==> src/rtl/vx_amo_engine_if.sv <==
// Bus interfaces for the AMO engine: core-side port (with AMO fields) and cache-bank port.

interface vx_amo_core_if #(
  parameter int unsigned TAG_WIDTH  = 8,
  parameter int unsigned ADDR_WIDTH = 26,
  parameter int unsigned WORD_SIZE  = 4,
  parameter int unsigned GTID_WIDTH = 10
);
  localparam int unsigned W = 8 * WORD_SIZE;

  logic                  req_valid;
  logic                  req_ready;
  logic [TAG_WIDTH-1:0]  req_tag;
  logic [ADDR_WIDTH-1:0] req_addr;
  logic                  req_rw;
  logic [WORD_SIZE-1:0]  req_byteen;
  logic [W-1:0]          req_data;
  logic                  req_amo;
  logic [4:0]            req_amo_op;
  logic [GTID_WIDTH-1:0] req_gtid;
  logic                  rsp_valid;
  logic                  rsp_ready;
  logic [TAG_WIDTH-1:0]  rsp_tag;
  logic [W-1:0]          rsp_data;

  modport master (
    output req_valid, req_tag, req_addr, req_rw, req_byteen, req_data,
           req_amo, req_amo_op, req_gtid, rsp_ready,
    input  req_ready, rsp_valid, rsp_tag, rsp_data
  );

  modport slave (
    input  req_valid, req_tag, req_addr, req_rw, req_byteen, req_data,
           req_amo, req_amo_op, req_gtid, rsp_ready,
    output req_ready, rsp_valid, rsp_tag, rsp_data
  );
endinterface

interface vx_amo_cache_if #(
  parameter int unsigned TAG_WIDTH  = 8,
  parameter int unsigned ADDR_WIDTH = 26,
  parameter int unsigned WORD_SIZE  = 4
);
  localparam int unsigned W = 8 * WORD_SIZE;

  logic                  req_valid;
  logic                  req_ready;
  logic [TAG_WIDTH-1:0]  req_tag;
  logic [ADDR_WIDTH-1:0] req_addr;
  logic                  req_rw;
  logic [WORD_SIZE-1:0]  req_byteen;
  logic [W-1:0]          req_data;
  logic                  rsp_valid;
  logic                  rsp_ready;
  logic [TAG_WIDTH-1:0]  rsp_tag;
  logic [W-1:0]          rsp_data;

  modport master (
    output req_valid, req_tag, req_addr, req_rw, req_byteen, req_data, rsp_ready,
    input  req_ready, rsp_valid, rsp_tag, rsp_data
  );

  modport slave (
    input  req_valid, req_tag, req_addr, req_rw, req_byteen, req_data, rsp_ready,
    output req_ready, rsp_valid, rsp_tag, rsp_data
  );
endinterface

==> src/rtl/vx_amo_engine.sv <==
// RISC-V 'A' engine between core port and one cache bank: read/compute/write AMOs,
// per-thread LR reservation table, pass-through of all other traffic.

module vx_amo_engine #(
  parameter int unsigned TAG_WIDTH     = 8,
  parameter int unsigned ADDR_WIDTH    = 26,
  parameter int unsigned WORD_SIZE     = 4,
  parameter int unsigned GTID_WIDTH    = 10,
  parameter int unsigned NUM_RSV       = 4,
  parameter int unsigned RSV_GRAN_BITS = 2,
  parameter int unsigned RSV_TIMEOUT   = 1024,
  parameter int unsigned MAX_PENDING   = 8,
  parameter int unsigned WRITE_ACK     = 0
) (
  input  logic           clk,
  input  logic           reset,
  vx_amo_core_if.slave   core_if,
  vx_amo_cache_if.master cache_if
);
  localparam int unsigned W      = 8 * WORD_SIZE;
  localparam int unsigned GRAN_W = ADDR_WIDTH - RSV_GRAN_BITS;
  localparam int unsigned AGE_W  = (RSV_TIMEOUT > 1) ? $clog2(RSV_TIMEOUT) : 1;
  localparam int unsigned RR_W   = (NUM_RSV > 1) ? $clog2(NUM_RSV) : 1;
  localparam int unsigned PEND_W = $clog2(MAX_PENDING + 1);

  localparam logic [4:0] OP_ADD  = 5'b00000;
  localparam logic [4:0] OP_LR   = 5'b00010;
  localparam logic [4:0] OP_SC   = 5'b00011;
  localparam logic [4:0] OP_XOR  = 5'b00100;
  localparam logic [4:0] OP_OR   = 5'b01000;
  localparam logic [4:0] OP_AND  = 5'b01100;
  localparam logic [4:0] OP_MIN  = 5'b10000;
  localparam logic [4:0] OP_MAX  = 5'b10100;
  localparam logic [4:0] OP_MINU = 5'b11000;
  localparam logic [4:0] OP_MAXU = 5'b11100;

  typedef enum logic [2:0] {
    S_IDLE, S_DRAIN, S_RD_REQ, S_RD_WAIT, S_WR_REQ, S_WR_WAIT, S_RSP
  } state_e;

  state_e state_q, state_d;
  logic [PEND_W-1:0]     pending_q, pending_d;
  logic [TAG_WIDTH-1:0]  tag_q, tag_d;
  logic [ADDR_WIDTH-1:0] addr_q, addr_d;
  logic [WORD_SIZE-1:0]  byteen_q, byteen_d;
  logic [W-1:0]          data_q, data_d;
  logic [4:0]            op_q, op_d;
  logic [GTID_WIDTH-1:0] gtid_q, gtid_d;
  logic [W-1:0]          old_q, old_d;
  logic                  sc_fail_q, sc_fail_d;

  logic                  rsv_valid_q [NUM_RSV];
  logic                  rsv_valid_d [NUM_RSV];
  logic [GTID_WIDTH-1:0] rsv_gtid_q  [NUM_RSV];
  logic [GTID_WIDTH-1:0] rsv_gtid_d  [NUM_RSV];
  logic [GRAN_W-1:0]     rsv_gran_q  [NUM_RSV];
  logic [GRAN_W-1:0]     rsv_gran_d  [NUM_RSV];
  logic [AGE_W-1:0]      rsv_age_q   [NUM_RSV];
  logic [AGE_W-1:0]      rsv_age_d   [NUM_RSV];
  logic                  rsv_expire  [NUM_RSV];
  logic [RR_W-1:0]       rr_q, rr_d;

  logic                  core_req_ready_c, core_rsp_valid_c;
  logic [TAG_WIDTH-1:0]  core_rsp_tag_c;
  logic [W-1:0]          core_rsp_data_c;
  logic                  cache_req_valid_c, cache_req_rw_c, cache_rsp_ready_c;
  logic [TAG_WIDTH-1:0]  cache_req_tag_c;
  logic [ADDR_WIDTH-1:0] cache_req_addr_c;
  logic [WORD_SIZE-1:0]  cache_req_byteen_c;
  logic [W-1:0]          cache_req_data_c;

  logic            pend_full, pass_ok;
  logic            amo_accept, rd_rsp_fire, cache_req_fire, pass_rd_fire, cache_rsp_fire;
  logic            sc_ok, lr_hit, lr_free;
  logic [RR_W-1:0] lr_slot;
  logic [W-1:0]    amo_result;
  logic [GRAN_W-1:0] req_gran, wr_gran;

  assign pend_full      = pending_q >= PEND_W'(MAX_PENDING);
  assign amo_accept     = (state_q == S_IDLE) && core_if.req_valid && core_if.req_amo;
  assign rd_rsp_fire    = (state_q == S_RD_WAIT) && cache_if.rsp_valid;
  assign cache_req_fire = cache_req_valid_c && cache_if.req_ready;
  assign pass_rd_fire   = (state_q == S_IDLE) && !core_if.req_amo && !core_if.req_rw &&
                          core_if.req_valid && core_req_ready_c;
  assign cache_rsp_fire = ((state_q == S_IDLE) || (state_q == S_DRAIN)) &&
                          cache_if.rsp_valid && cache_rsp_ready_c;
  assign req_gran       = addr_q[ADDR_WIDTH-1:RSV_GRAN_BITS];
  assign wr_gran        = cache_req_addr_c[ADDR_WIDTH-1:RSV_GRAN_BITS];

  // State register
  always_ff @(posedge clk or posedge reset) begin
    if (reset) state_q <= S_IDLE;
    else       state_q <= state_d;
  end

  // Next-state logic
  always_comb begin
    state_d = state_q;
    case (state_q)
      S_IDLE:    if (amo_accept) state_d = (pending_q != '0) ? S_DRAIN : S_RD_REQ;
      S_DRAIN:   if (pending_q == '0) state_d = S_RD_REQ;
      S_RD_REQ:  if (cache_req_fire) state_d = S_RD_WAIT;
      S_RD_WAIT: if (cache_if.rsp_valid) begin
                   if (op_q == OP_LR)      state_d = S_RSP;
                   else if (op_q == OP_SC) state_d = sc_ok ? S_WR_REQ : S_RSP;
                   else                    state_d = S_WR_REQ;
                 end
      S_WR_REQ:  if (cache_req_fire) state_d = (WRITE_ACK != 0) ? S_WR_WAIT : S_RSP;
      S_WR_WAIT: if (cache_if.rsp_valid) state_d = S_RSP;
      S_RSP:     if (core_if.rsp_ready) state_d = S_IDLE;
      default:   state_d = S_IDLE;
    endcase
  end

  // Port outputs per state; reads are held off at the core when the pending counter is full
  always_comb begin
    pass_ok            = core_if.req_rw || !pend_full;
    core_req_ready_c   = 1'b0;
    core_rsp_valid_c   = 1'b0;
    core_rsp_tag_c     = tag_q;
    core_rsp_data_c    = old_q;
    cache_req_valid_c  = 1'b0;
    cache_req_tag_c    = tag_q;
    cache_req_addr_c   = addr_q;
    cache_req_rw_c     = 1'b0;
    cache_req_byteen_c = byteen_q;
    cache_req_data_c   = data_q;
    cache_rsp_ready_c  = 1'b0;
    case (state_q)
      S_IDLE, S_DRAIN: begin
        core_rsp_valid_c  = cache_if.rsp_valid;
        core_rsp_tag_c    = cache_if.rsp_tag;
        core_rsp_data_c   = cache_if.rsp_data;
        cache_rsp_ready_c = core_if.rsp_ready;
        if (state_q == S_IDLE) begin
          if (core_if.req_amo) begin
            core_req_ready_c = 1'b1;
          end else begin
            cache_req_valid_c  = core_if.req_valid && pass_ok;
            cache_req_tag_c    = core_if.req_tag;
            cache_req_addr_c   = core_if.req_addr;
            cache_req_rw_c     = core_if.req_rw;
            cache_req_byteen_c = core_if.req_byteen;
            cache_req_data_c   = core_if.req_data;
            core_req_ready_c   = cache_if.req_ready && pass_ok;
          end
        end
      end
      S_RD_REQ:  cache_req_valid_c = 1'b1;
      S_RD_WAIT: cache_rsp_ready_c = 1'b1;
      S_WR_REQ: begin
        cache_req_valid_c = 1'b1;
        cache_req_rw_c    = 1'b1;
        cache_req_data_c  = amo_result;
      end
      S_WR_WAIT: cache_rsp_ready_c = 1'b1;
      S_RSP: begin
        core_rsp_valid_c = 1'b1;
        if (op_q == OP_SC) core_rsp_data_c = W'(sc_fail_q);
      end
      default: ;
    endcase
  end

  assign core_if.req_ready    = core_req_ready_c;
  assign core_if.rsp_valid    = core_rsp_valid_c;
  assign core_if.rsp_tag      = core_rsp_tag_c;
  assign core_if.rsp_data     = core_rsp_data_c;
  assign cache_if.req_valid   = cache_req_valid_c;
  assign cache_if.req_tag     = cache_req_tag_c;
  assign cache_if.req_addr    = cache_req_addr_c;
  assign cache_if.req_rw      = cache_req_rw_c;
  assign cache_if.req_byteen  = cache_req_byteen_c;
  assign cache_if.req_data    = cache_req_data_c;
  assign cache_if.rsp_ready   = cache_rsp_ready_c;

  // AMO arithmetic on the old word and the latched operand; unknown codes act as SWAP
  always_comb begin
    amo_result = data_q;
    case (op_q)
      OP_ADD:  amo_result = old_q + data_q;
      OP_XOR:  amo_result = old_q ^ data_q;
      OP_OR:   amo_result = old_q | data_q;
      OP_AND:  amo_result = old_q & data_q;
      OP_MIN:  amo_result = ($signed(old_q) < $signed(data_q)) ? old_q : data_q;
      OP_MAX:  amo_result = ($signed(old_q) > $signed(data_q)) ? old_q : data_q;
      OP_MINU: amo_result = (old_q < data_q) ? old_q : data_q;
      OP_MAXU: amo_result = (old_q > data_q) ? old_q : data_q;
      default: amo_result = data_q;
    endcase
  end

  // Request latch, old-data capture and pass-through read counter
  always_comb begin
    tag_d     = tag_q;
    addr_d    = addr_q;
    byteen_d  = byteen_q;
    data_d    = data_q;
    op_d      = op_q;
    gtid_d    = gtid_q;
    old_d     = old_q;
    sc_fail_d = sc_fail_q;
    pending_d = pending_q;
    if (amo_accept) begin
      tag_d    = core_if.req_tag;
      addr_d   = core_if.req_addr;
      byteen_d = core_if.req_byteen;
      data_d   = core_if.req_data;
      op_d     = core_if.req_amo_op;
      gtid_d   = core_if.req_gtid;
    end
    if (rd_rsp_fire) begin
      old_d     = cache_if.rsp_data;
      sc_fail_d = !sc_ok;
    end
    if (pass_rd_fire && !cache_rsp_fire)      pending_d = pending_q + PEND_W'(1);
    else if (!pass_rd_fire && cache_rsp_fire) pending_d = pending_q - PEND_W'(1);
  end

  // Datapath registers
  always_ff @(posedge clk or posedge reset) begin
    if (reset) begin
      tag_q     <= '0;
      addr_q    <= '0;
      byteen_q  <= '0;
      data_q    <= '0;
      op_q      <= '0;
      gtid_q    <= '0;
      old_q     <= '0;
      sc_fail_q <= 1'b0;
      pending_q <= '0;
    end else begin
      tag_q     <= tag_d;
      addr_q    <= addr_d;
      byteen_q  <= byteen_d;
      data_q    <= data_d;
      op_q      <= op_d;
      gtid_q    <= gtid_d;
      old_q     <= old_d;
      sc_fail_q <= sc_fail_d;
      pending_q <= pending_d;
    end
  end

  // Expiry flags, SC match and LR slot choice (same-gtid entry, else lowest free, else RR victim)
  always_comb begin
    sc_ok   = 1'b0;
    lr_hit  = 1'b0;
    lr_free = 1'b0;
    lr_slot = rr_q;
    for (int i = 0; i < int'(NUM_RSV); i++) begin
      rsv_expire[i] = (RSV_TIMEOUT != 0) && rsv_valid_q[i] &&
                      (rsv_age_q[i] == AGE_W'(RSV_TIMEOUT - 1));
      if (rsv_valid_q[i] && !rsv_expire[i] && rsv_gtid_q[i] == gtid_q && rsv_gran_q[i] == req_gran)
        sc_ok = 1'b1;
      if (!lr_hit && rsv_valid_q[i] && rsv_gtid_q[i] == gtid_q) begin
        lr_hit  = 1'b1;
        lr_slot = RR_W'(i);
      end
    end
    if (!lr_hit) begin
      for (int i = 0; i < int'(NUM_RSV); i++) begin
        if (!lr_free && !rsv_valid_q[i]) begin
          lr_free = 1'b1;
          lr_slot = RR_W'(i);
        end
      end
    end
  end

  // Table update: ageing/expiry, write-granule invalidation, SC clear, LR install (LR wins)
  always_comb begin
    rr_d = rr_q;
    for (int i = 0; i < int'(NUM_RSV); i++) begin
      rsv_valid_d[i] = rsv_valid_q[i] && !rsv_expire[i];
      rsv_gtid_d[i]  = rsv_gtid_q[i];
      rsv_gran_d[i]  = rsv_gran_q[i];
      rsv_age_d[i]   = (RSV_TIMEOUT != 0 && rsv_valid_q[i]) ? rsv_age_q[i] + AGE_W'(1) : rsv_age_q[i];
      if (cache_req_fire && cache_req_rw_c && rsv_gran_q[i] == wr_gran)
        rsv_valid_d[i] = 1'b0;
      if (rd_rsp_fire && op_q == OP_SC && rsv_gtid_q[i] == gtid_q)
        rsv_valid_d[i] = 1'b0;
    end
    if (rd_rsp_fire && op_q == OP_LR) begin
      rsv_valid_d[lr_slot] = 1'b1;
      rsv_gtid_d[lr_slot]  = gtid_q;
      rsv_gran_d[lr_slot]  = req_gran;
      rsv_age_d[lr_slot]   = '0;
      if (!lr_hit && !lr_free)
        rr_d = (rr_q == RR_W'(NUM_RSV - 1)) ? '0 : rr_q + RR_W'(1);
    end
  end

  // Reservation table registers
  always_ff @(posedge clk or posedge reset) begin
    if (reset) begin
      rr_q <= '0;
      for (int i = 0; i < int'(NUM_RSV); i++) begin
        rsv_valid_q[i] <= 1'b0;
        rsv_gtid_q[i]  <= '0;
        rsv_gran_q[i]  <= '0;
        rsv_age_q[i]   <= '0;
      end
    end else begin
      rr_q <= rr_d;
      for (int i = 0; i < int'(NUM_RSV); i++) begin
        rsv_valid_q[i] <= rsv_valid_d[i];
        rsv_gtid_q[i]  <= rsv_gtid_d[i];
        rsv_gran_q[i]  <= rsv_gran_d[i];
        rsv_age_q[i]   <= rsv_age_d[i];
      end
    end
  end
endmodule

==> src/flat_wrapper.sv <==
// flat-port wrapper written by rule: the top's interface ports become plain ports
module vx_amo_engine_flat 
#(
  parameter int unsigned TAG_WIDTH     = 8,
  parameter int unsigned ADDR_WIDTH    = 26,
  parameter int unsigned WORD_SIZE     = 4,
  parameter int unsigned GTID_WIDTH    = 10,
  parameter int unsigned NUM_RSV       = 4,
  parameter int unsigned RSV_GRAN_BITS = 2,
  parameter int unsigned RSV_TIMEOUT   = 1024,
  parameter int unsigned MAX_PENDING   = 8,
  parameter int unsigned WRITE_ACK     = 0
)
  (clk, reset, core_if_req_valid, core_if_req_tag, core_if_req_addr, core_if_req_rw, core_if_req_byteen, core_if_req_data, core_if_req_amo, core_if_req_amo_op, core_if_req_gtid, core_if_rsp_ready, core_if_req_ready, core_if_rsp_valid, core_if_rsp_tag, core_if_rsp_data, cache_if_req_valid, cache_if_req_tag, cache_if_req_addr, cache_if_req_rw, cache_if_req_byteen, cache_if_req_data, cache_if_rsp_ready, cache_if_req_ready, cache_if_rsp_valid, cache_if_rsp_tag, cache_if_rsp_data);
  vx_amo_core_if #(.TAG_WIDTH(TAG_WIDTH), .ADDR_WIDTH(ADDR_WIDTH), .WORD_SIZE(WORD_SIZE), .GTID_WIDTH(GTID_WIDTH)) core_if_i ();
  vx_amo_cache_if #(.TAG_WIDTH(TAG_WIDTH), .ADDR_WIDTH(ADDR_WIDTH), .WORD_SIZE(WORD_SIZE)) cache_if_i ();
  input  logic clk;
  input  logic reset;
  input wire logic [$bits(core_if_i.req_valid)-1:0] core_if_req_valid;
  input wire logic [$bits(core_if_i.req_tag)-1:0] core_if_req_tag;
  input wire logic [$bits(core_if_i.req_addr)-1:0] core_if_req_addr;
  input wire logic [$bits(core_if_i.req_rw)-1:0] core_if_req_rw;
  input wire logic [$bits(core_if_i.req_byteen)-1:0] core_if_req_byteen;
  input wire logic [$bits(core_if_i.req_data)-1:0] core_if_req_data;
  input wire logic [$bits(core_if_i.req_amo)-1:0] core_if_req_amo;
  input wire logic [$bits(core_if_i.req_amo_op)-1:0] core_if_req_amo_op;
  input wire logic [$bits(core_if_i.req_gtid)-1:0] core_if_req_gtid;
  input wire logic [$bits(core_if_i.rsp_ready)-1:0] core_if_rsp_ready;
  output wire logic [$bits(core_if_i.req_ready)-1:0] core_if_req_ready;
  output wire logic [$bits(core_if_i.rsp_valid)-1:0] core_if_rsp_valid;
  output wire logic [$bits(core_if_i.rsp_tag)-1:0] core_if_rsp_tag;
  output wire logic [$bits(core_if_i.rsp_data)-1:0] core_if_rsp_data;
  output wire logic [$bits(cache_if_i.req_valid)-1:0] cache_if_req_valid;
  output wire logic [$bits(cache_if_i.req_tag)-1:0] cache_if_req_tag;
  output wire logic [$bits(cache_if_i.req_addr)-1:0] cache_if_req_addr;
  output wire logic [$bits(cache_if_i.req_rw)-1:0] cache_if_req_rw;
  output wire logic [$bits(cache_if_i.req_byteen)-1:0] cache_if_req_byteen;
  output wire logic [$bits(cache_if_i.req_data)-1:0] cache_if_req_data;
  output wire logic [$bits(cache_if_i.rsp_ready)-1:0] cache_if_rsp_ready;
  input wire logic [$bits(cache_if_i.req_ready)-1:0] cache_if_req_ready;
  input wire logic [$bits(cache_if_i.rsp_valid)-1:0] cache_if_rsp_valid;
  input wire logic [$bits(cache_if_i.rsp_tag)-1:0] cache_if_rsp_tag;
  input wire logic [$bits(cache_if_i.rsp_data)-1:0] cache_if_rsp_data;
  assign core_if_i.req_valid = core_if_req_valid;
  assign core_if_i.req_tag = core_if_req_tag;
  assign core_if_i.req_addr = core_if_req_addr;
  assign core_if_i.req_rw = core_if_req_rw;
  assign core_if_i.req_byteen = core_if_req_byteen;
  assign core_if_i.req_data = core_if_req_data;
  assign core_if_i.req_amo = core_if_req_amo;
  assign core_if_i.req_amo_op = core_if_req_amo_op;
  assign core_if_i.req_gtid = core_if_req_gtid;
  assign core_if_i.rsp_ready = core_if_rsp_ready;
  assign core_if_req_ready = core_if_i.req_ready;
  assign core_if_rsp_valid = core_if_i.rsp_valid;
  assign core_if_rsp_tag = core_if_i.rsp_tag;
  assign core_if_rsp_data = core_if_i.rsp_data;
  assign cache_if_req_valid = cache_if_i.req_valid;
  assign cache_if_req_tag = cache_if_i.req_tag;
  assign cache_if_req_addr = cache_if_i.req_addr;
  assign cache_if_req_rw = cache_if_i.req_rw;
  assign cache_if_req_byteen = cache_if_i.req_byteen;
  assign cache_if_req_data = cache_if_i.req_data;
  assign cache_if_rsp_ready = cache_if_i.rsp_ready;
  assign cache_if_i.req_ready = cache_if_req_ready;
  assign cache_if_i.rsp_valid = cache_if_rsp_valid;
  assign cache_if_i.rsp_tag = cache_if_rsp_tag;
  assign cache_if_i.rsp_data = cache_if_rsp_data;
  vx_amo_engine #(.TAG_WIDTH(TAG_WIDTH), .ADDR_WIDTH(ADDR_WIDTH), .WORD_SIZE(WORD_SIZE), .GTID_WIDTH(GTID_WIDTH), .NUM_RSV(NUM_RSV), .RSV_GRAN_BITS(RSV_GRAN_BITS), .RSV_TIMEOUT(RSV_TIMEOUT), .MAX_PENDING(MAX_PENDING), .WRITE_ACK(WRITE_ACK)) u_core (.clk(clk), .reset(reset), .core_if(core_if_i), .cache_if(cache_if_i));
endmodule
==> config.mk <==
export PLATFORM = sky130hd
export DESIGN_NAME = vx_amo_engine_flat
export DESIGN_NICKNAME = d
export VERILOG_FILES = /design/src/rtl/vx_amo_engine_if.sv /design/src/rtl/vx_amo_engine.sv /design/src/flat_wrapper.sv
export SDC_FILE = /design/constraint.sdc
export NUM_CORES = 1
export LEC_CHECK = 0
export CELL_PAD_IN_SITES_DETAIL_PLACEMENT = 1
export CELL_PAD_IN_SITES_GLOBAL_PLACEMENT = 2
export CORE_MARGIN = 8
export CORE_UTILIZATION = 36
export DETAILED_ROUTE_END_ITERATION = 10
export PLACE_DENSITY = 0.9
export SYNTH_ARGS = -nofsm -noshare
export SYNTH_HDL_FRONTEND = slang
export SYNTH_SLANG_ARGS = --single-unit
==> constraint.sdc <==
create_clock -name clk -period 11.8 [get_ports clk]
set_input_delay 2.36 -clock clk [delete_from_list [all_inputs] [get_ports clk]]
set_output_delay 2.36 -clock clk [all_outputs]
set_load 0.005 [all_outputs]
==> results_dict.tcl <==
set metrics [dict create \
    syn_area_mm2 0.0210 \
    finalWorstPathRequiredPeriod_ns 8.34 \
    r2r-start "u_core.state_q[1]" \
    power.density_mw_per_mm2 282 \
    cp_cell_sequence "inv_1, ha_1, nor4_1, nand4_1, nor4_1, o41ai_2, nand2_2, xor2_2, o21bai_1, buf_4, a211oi_1, a2111oi_0, a211o_1, clkdlybuf4s50_1" \
    cts_buffers 39 \
    r2r_setup_slack_ns 7.23 \
    drtIter0Drc 1246 \
    htreeDepth 2 \
    drive_above_1_share_pct 14.1 \
    synth_seq_cells 307 \
    grt_pass1_vias 19500 \
    postLayoutCellArea_mm2 0.0253 \
    vias 17900 \
    post_cts_resize_count 0 \
    p_leak_nw 11.4 \
    rsz0062_at_grt "false" \
    via_per_inst 5.66 \
    path_class "reg2out" \
    dpl_cell_area_mm2 0.0240 \
    worstReg2RegEnd "u_core.rsv_valid_q[1]" \
    post-cts-setup-buffers 0 \
    cp-startpoint "u_core.data_q[30]" \
    worst_path_largest_cell_delay_ns 0.92 \
    whs_path_depth 1 \
    final_cell_mix "dfrtp_1 (307), clkdlybuf4s50_1 (247), mux2_2 (227), nand2_1 (219), xor2_1 (172)" \
    layout_commonest_cell "dfrtp_1" \
    synth_edf_count 0 \
    max_freq_ghz 0.120 \
    cp-start-kind "register" \
    post_drt_wl_per_cell_um 23.9 \
    worst-r2r-cell-count 10 \
    synth-async-reset-ratio_pct 100 \
    clockRootBuffer "clkbuf_16" \
    seq_area_frac_synth_pct 36.6 \
    worst_pin_slew_ns 1.29 \
    antenna_found_initial 2 \
    path_buf_inv 3 \
    grt_overflow_total 0 \
    synth_top_area_cell "dfrtp_1" \
    slew_headroom_pct 13.5 \
    drc 0 \
    end_kind "primary output" \
    synthTopCellsByArea "dfrtp_1 (37%), mux2_2 (12%), xor2_1 (7.2%)" \
    worst-path-stages 14 \
    min_path_type "reg2reg" \
    finalSetupTns_ns 0 \
    wl_um 75700 \
    crit_fanout 8 \
    cp-endpoint "cache_if_req_data[16]" \
    fp.dieArea_mm2 0.0662 \
    status "finished clean" \
    slowest_stage "o21bai_1" \
    crit_family "compound AO/OA/AOI/OAI gates" \
    syn-num-nets 2444 \
    io_buffer_count 247 \
    synth_cells 2205 \
    die_h_um 257 \
    total_power_mw 7.15 \
    synth_warnings 0 \
    core_mm2 0.0577 \
    fin_skew_ns 0.0328 \
    grtUsageTotal_pct 22.2 \
    placed_cells 3096 \
    crit_top_cell "nor4_1" \
    layoutNonFillerInstCount 3165 \
    fillers 6543 \
    grt_pass1_wl_um 117000 \
    ctsHoldBuffers 0 \
    initial_utilization_pct 36.3 \
    dp_hpwl_um 53800 \
    cts_sinks 307 \
    io_pins 248 \
    ys_types 70 \
    clk_path_buf_depth 3 \
    synth_ff_type "dfrtp_1" \
    netlist.area_leader.share_pct 36.6 \
    syn_avg_cell_area_um2 9.51 \
    hold_violations 0 \
    fp.dieW_um 257 \
    cts.clk_slew.worst_paths_ns 0.06 \
    final_max_slew_viol_count 0 \
    setup_violations 0 \
    finalNetCount 2611 \
    dr.pass1.iters 6 \
    cp.arrival_ns 5.98 \
    fin_crit_sh_pct 70.7 \
    clk_latency_ns 0.59 \
    area_delta_synth_final_pct 20.8 \
    gp_congestion 0.904 \
    num_rows 88 \
    max_cap_violations 0 \
    worstPathRequired_ns 9.44 \
    grt_max_degree 112 \
    irDropWorstVdd_uv 139 \
    ant_nets 0 \
    cts_tree "built" \
]
[synthesized netlist by cell type, types with 4 or more instances]
cell type	instances
a211o_1	8
a211oi_1	9
a21boi_0	5
a21o_1	17
a21oi_1	79
a221o_1	19
a221oi_1	22
a222oi_1	9
a22o_1	5
a22oi_1	21
a31o_2	4
a31oi_1	10
and2_1	5
and3_1	11
buf_1	6
buf_2	24
clkbuf_1	113
dfrtp_1	307
ha_1	104
inv_1	109
mux2_2	227
mux2i_1	30
nand2_1	219
nand2b_1	8
nand3_1	34
nand4_1	57
nor2_1	122
nor2b_1	17
nor3_1	28
nor3b_1	4
nor4_1	39
o2111ai_1	5
o211ai_1	24
o21a_1	4
o21ai_0	100
o21bai_1	9
o22ai_1	6
o31ai_1	37
or2_2	6
or3_1	6
xnor2_1	120
xor2_1	172
[stage by stage]
| step | hold WS [ns] | util [%] | setup slack (ns) |
|---|---|---|---|
| after floorplan | 0.451 | - | 0.952 |
| after global placement | 0.488 | 41.7 | 3.67 |
| after detailed placement | 0.497 | 41.7 | 3.62 |
| after CTS | 0.510 | 43.9 | 3.44 |
| after global routing | 0.520 | 43.9 | 3.12 |
| final | 0.508 | 43.9 | 3.46 |
[logic make-up after synthesis]
| logic type | after synthesis | synth area share [%] |
|---|---|---|
| AO/OA/AOI/OAI | 413 | 13.4 |
| multiplexers | 258 | 13.7 |
| XOR/XNOR | 293 | 12.3 |
| adder cells (fa/ha/maj) | 106 | 6.40 |
| buffers and inverters | 256 | 4.80 |
| flip-flops | 307 | 36.6 |
| AND/OR/NAND/NOR | 572 | 12.8 |
[registers in the layout, summed over array words and instances (netlist names), 8 cells and up]
register,cells
u_core.rsv_age_q,40
u_core.data_q,32
u_core.gtid_q,10
u_core.tag_q,8
u_core.rsv_gtid_q,40
u_core.old_q,32
u_core.rsv_gran_q,96
u_core.addr_q,26
[per-layer routing]
layer,up-vias,share of wire (%),GRT usage (%)
met5,-,0,0
met3,162,5.1,3.40
met2,517,49,38.8
met4,0,3.6,8.23
met1,9154,42,27.5
li1,8089,-,-
[where the power goes]
| group | internal [mW] | switching, mW |
|---|---|---|
| clock network | 0.696 | 0.512 |
| logic | 1.81 | 2.25 |
| registers | 1.33 | 0.545 |
| total | 3.84 | 3.31 |
[cell type report]
| class | count | area [um2] | share of cell area [%] |
|---|---|---|---|
| clock inverters | 11 | 155 | 0.612 |
| multi-input cells | 1642 | 12300 | 48.6 |
| flip-flops and latches | 307 | 7680 | 30.3 |
| inverters | 109 | 417 | 1.64 |
| diodes | 2 | 5.00 | 0.0198 |
| repair buffers | 273 | 2670 | 10.5 |
| clock buffers | 56 | 1130 | 4.46 |
| well taps | 765 | 957 | 3.78 |
[worst min path at each step]
stage / slack, ns / end / startpoint
final: 0.51 / u_core.addr_q[1] / u_core.addr_q[1]
after CTS: 0.51 / u_core.addr_q[1] / u_core.addr_q[1]
after detailed placement: 0.50 / u_core.addr_q[1] / u_core.addr_q[1]
after global routing: 0.52 / u_core.byteen_q[3] / u_core.byteen_q[3]
after global placement: 0.49 / u_core.byteen_q[2] / u_core.byteen_q[2]
after floorplan: 0.45 / u_core.sc_fail_q / u_core.sc_fail_q
No activity file was read; power rests on OpenSTA's default activity.
